`src/rtl/mem_arbiter.sv`:
```
// Arbitrates the single-port RAM between instruction fetch and the data port.
// Each access takes WAIT RAM cycles plus one ready cycle; also holds the LL/SC link bit.
module mem_arbiter #(
    parameter int unsigned WAIT = 2
) (
    input  logic        clk,
    input  logic        rst,

    input  logic        if_ce,
    input  logic [31:0] if_addr,
    output logic [31:0] if_data,
    output logic        if_ready,

    input  logic        dm_ce,
    input  logic        dm_wr,
    input  logic [31:0] dm_addr,
    input  logic [31:0] dm_wdata,
    output logic [31:0] dm_rdata,
    output logic        dm_ready,

    output logic        ram_ce,
    output logic        ram_we,
    output logic [31:0] ram_addr,
    output logic [31:0] ram_wdata,
    input  logic [31:0] ram_rdata,

    input  logic        wbit,
    input  logic        wLLbit,
    input  logic        flush,
    output logic        rLLbit,

    output logic        stall
);

    typedef enum logic [1:0] {
        StIdle,
        StAccess,
        StDone
    } state_e;

    localparam logic [3:0] CntLoad = 4'(WAIT - 1);

    state_e      state_q;
    logic [3:0]  cnt_q;
    logic        grant_dm_q;
    logic        last_dm_q;
    logic        wr_q;
    logic        llbit_q;
    logic        pick_dm;

    // On a tie the port that did not win last time is served.
    always_comb begin
        pick_dm = dm_ce;
        if (dm_ce && if_ce) begin
            pick_dm = ~last_dm_q;
        end
    end

    always_ff @(posedge clk or posedge rst) begin
        if (rst) begin
            state_q    <= StIdle;
            cnt_q      <= 4'd0;
            grant_dm_q <= 1'b0;
            last_dm_q  <= 1'b0;
            wr_q       <= 1'b0;
            ram_ce     <= 1'b0;
            ram_we     <= 1'b0;
            ram_addr   <= 32'd0;
            ram_wdata  <= 32'd0;
            if_data    <= 32'd0;
            if_ready   <= 1'b0;
            dm_rdata   <= 32'd0;
            dm_ready   <= 1'b0;
        end else begin
            unique case (state_q)
                StIdle: begin
                    if (dm_ce || if_ce) begin
                        grant_dm_q <= pick_dm;
                        wr_q       <= pick_dm & dm_wr;
                        cnt_q      <= CntLoad;
                        ram_ce     <= 1'b1;
                        ram_we     <= pick_dm & dm_wr;
                        ram_addr   <= pick_dm ? dm_addr : if_addr;
                        ram_wdata  <= pick_dm ? dm_wdata : 32'd0;
                        state_q    <= StAccess;
                    end
                end
                StAccess: begin
                    if (cnt_q == 4'd0) begin
                        ram_ce  <= 1'b0;
                        ram_we  <= 1'b0;
                        state_q <= StDone;
                        if (grant_dm_q) begin
                            dm_ready <= 1'b1;
                            dm_rdata <= wr_q ? 32'd0 : ram_rdata;
                        end else begin
                            if_ready <= 1'b1;
                            if_data  <= ram_rdata;
                        end
                    end else begin
                        cnt_q <= cnt_q - 4'd1;
                    end
                end
                StDone: begin
                    if_ready  <= 1'b0;
                    dm_ready  <= 1'b0;
                    last_dm_q <= grant_dm_q;
                    state_q   <= StIdle;
                end
                default: begin
                    state_q <= StIdle;
                end
            endcase
        end
    end

    // A data-side instruction commits when it has no access or its access completes now.
    always_ff @(posedge clk or posedge rst) begin
        if (rst) begin
            llbit_q <= 1'b0;
        end else if (flush) begin
            llbit_q <= 1'b0;
        end else if (wbit && (!dm_ce || dm_ready)) begin
            llbit_q <= wLLbit;
        end
    end

    assign rLLbit = llbit_q;
    assign stall  = (dm_ce & ~dm_ready) | (if_ce & ~if_ready);

endmodule

```
`config.mk`:
```
export PLATFORM = sky130hd
export DESIGN_NAME = mem_arbiter
export DESIGN_NICKNAME = d
export VERILOG_FILES = /design/src/rtl/mem_arbiter.sv
export SDC_FILE = /design/constraint.sdc
export NUM_CORES = 1
export LEC_CHECK = 0
export ABC_AREA = 1
export CAP_MARGIN = 20
export CORE_UTILIZATION = 42
export DETAILED_ROUTE_END_ITERATION = 8
export GPL_ROUTABILITY_DRIVEN = 0
export PLACE_DENSITY_LB_ADDON = 0.15
export SYNTH_ARGS = -nofsm -noshare
export SYNTH_HDL_FRONTEND = slang
export SYNTH_SLANG_ARGS = --single-unit
```
`constraint.sdc`:
```
create_clock -name clk -period 7.2 [get_ports clk]
set_input_delay 2.16 -clock clk [delete_from_list [all_inputs] [get_ports clk]]
set_output_delay 2.16 -clock clk [all_outputs]
set_load 0.01 [all_outputs]
```
==> flow_summary.toml <==
[cells_and_area]
drive_gt1_share_pct = 7.34
final_cells = 1107
area_growth_pct = 56.1
final_common_cell = "nand2_1"
layout_common_cells = "nand2_1, clkdlybuf4s50_1, dfrtp_1"
finish.utilization_pct = 67.5
stdcell_area_sq_mm = 0.00944
diodes = 0
fin_nets = 1052

[clock_network]
path_clk_slew_ns = 0.06
cts_tree = "yes"
clockBufferDepth = 2
htree_levels = 4
cts_setup_buffers = 0
cts-root-buf = "clkbuf_16"
postCtsHoldBufs = 0
cts_resized = 0
cts.sinks = 142
clock_latency_ns = 0.41
cts_buffers = 17

[setup_path]
end_kind = "output port"
worstPathRequired_ns = 5.04
cp-start-kind = "input pin"
worstSetupPathType = "input pin to output port"
crit_fanout = 35
arrival_ns = 3.77

[drt]
via_count = 5511
drt-initial-drc-count = 379
viasPerCell = 4.98
wl_met2_mm = 8.47
firstDrtPassIters = 4
final_antenna_net_count = 0
routedWlPerCell_um = 15.5
top_layer_used = "met4"
routed_wl_mm = 17.2
wl_met1_mm = 6.98
drc = 0
dr_wl_met3_mm = 1.09

[logic_synthesis]
synth_top_area_share_pct = 58.7
synth_xor_area_share_pct = 0.145
syn-num-nets = 800
netlist_area_sq_mm = 0.00605
syn_avg_cell_area_sq_um = 9.14
synth-simple-area-share_pct = 26.4
ys_warn_count = 0
synth-compound-area-share_pct = 9.16
synthAdderAreaFrac_pct = 0.414
synth_cell_types = 22
yosys-mux-area-fraction_pct = 0
post_synth_inst_count = 662
synth_top_area_cell = "dfrtp_1"
synth_top_family_by_area = "simple AND/OR/NAND/NOR gates"
seq_area_frac_synth_pct = 58.7
synth_area_leaders = "dfrtp_1, nand2_1, nand3_1, o21a_1, o21ai_2"
synth_seq_cells = 142

[floorplan]
die_h_um = 122
num_rows = 43
start_util_pct = 43.3
dieArea_sq_mm = 0.0149
io_pins = 270
die_w_um = 122
core_area_sq_mm = 0.0140

[outcome]
status = "completed"

[sta]
period_minus_slack_ns = 5.93
setup_viol = 0
hold_violations = 0
whs_ns = 0.470
slew_headroom_pct = 32.2
slew_viol_final = 0
fin_setup_tns_ns = 0
setup_ws_ns = 1.27
worstMarginPinSlew_ns = 1.01
fin_worst_skew_ns = 0.00730
max_freq_mhz = 169
rsz0062_at_grt = "no"
post-route-period-util_pct = 82.3

[grt]
track_usage_pct = 23.9
grt_pass1_vias = 5644
antenna_found_initial = 0
overflow = 0
grt_max_degree = 78
grt_pass1_wl_mm = 27.3

[placed_design]
port_buffers = 269
dpl_cell_area_sq_mm = 0.00874
dp_cells = 1073
dpl.hpwl_mm = 11.7
dp_slack_ns = 1.28

[power]
p_leak_nw = 4.35
power_mw = 4.26
power_density_mw_per_mm2 = 451
ir_drop_mv = 0.224

[hold_path]
hold_class = "flop to flop"

[run]
cap_viol_max_count = 0
path summary, 6_finish.rpt:
check / slack, ns / to / startpoint / cells after the start
max in group asynchronous: 3.62 / state_q[1]$_DFFE_PP0P_ / rst / 3
worst min register to register: 0.47 / if_data[15]$_DFFE_PP0P_ / if_data[15]$_DFFE_PP0P_ / 2
worst min-delay path: 0.47 / if_data[15]$_DFFE_PP0P_ / if_data[15]$_DFFE_PP0P_ / 2
worst max-delay path: 1.27 / stall / dm_ce / 5
worst max register to register: 4.26 / if_data[0]$_DFFE_PP0P_ / cnt_q[0]$_DFFE_PP0P_ / 8
min in group asynchronous: 2.25 / ram_wdata[4]$_DFFE_PP0P_ / rst / 2
logic make-up after synthesis:
kind of cell	Yosys count
AND/OR/NAND/NOR	386
buffers and inverters	54
flip-flops	142
adder cells (fa/ha/maj)	2
AO/OA/AOI/OAI	77
XOR/XNOR	1
power by group:
part | leakage (nW) | switching [mW] | total [mW] | internal, mW
Combinational | 2.28 | 0.943 | 1.91 | 0.970
Clock | 0.316 | 0.330 | 0.960 | 0.630
Sequential | 1.76 | 0.208 | 1.39 | 1.18
synth_stat cells:
cell type  count
nor3_1         1
nor2_4         2
clkbuf_1      14
dfrtp_1      142
buf_2         15
ha_1           2
nand3_1       98
clkinv_1       1
nor2_1        10
nand2_2        3
xor2_1         1
o21ai_0       10
o21a_1        32
buf_6         10
buf_4          4
nand4_1        1
nand2_1      271
a21oi_1        2
o21ai_1        9
inv_1         10
o21bai_1       1
o21ai_2       23
routing by layer:
metal / global-route usage (%) / vias up
met5: 0 / -
li1: - / 2651
met3: 7.02 / 41
met1: 28.0 / 2616
met2: 39.4 / 203
met4: 13.0 / 0
sequential cells by signal (all words and copies together) (netlist names), 2 cells and up:
signal and cells:
if_data 32, dm_rdata 32, state_q 2, cnt_q 4, ram_addr 32, ram_wdata 32
worst max-delay path, stage by stage:
cell and delay, ns:
clkdlybuf4s50_1 0.45, buf_4 0.34, nand2_1 0.16, nand2_1 0.11
clkdlybuf4s50_1 0.54
final cells by class:
type | instances | area [sq um]
fillers | 1088 | 4550
well taps | 180 | 225
repair buffers | 276 | 2790
clock inverters | 12 | 190
clock buffers | 20 | 457
multi-input cells | 466 | 2190
flip-flops and latches | 142 | 3550
inverters | 11 | 46.3
Power figures use the tool's default switching activity.
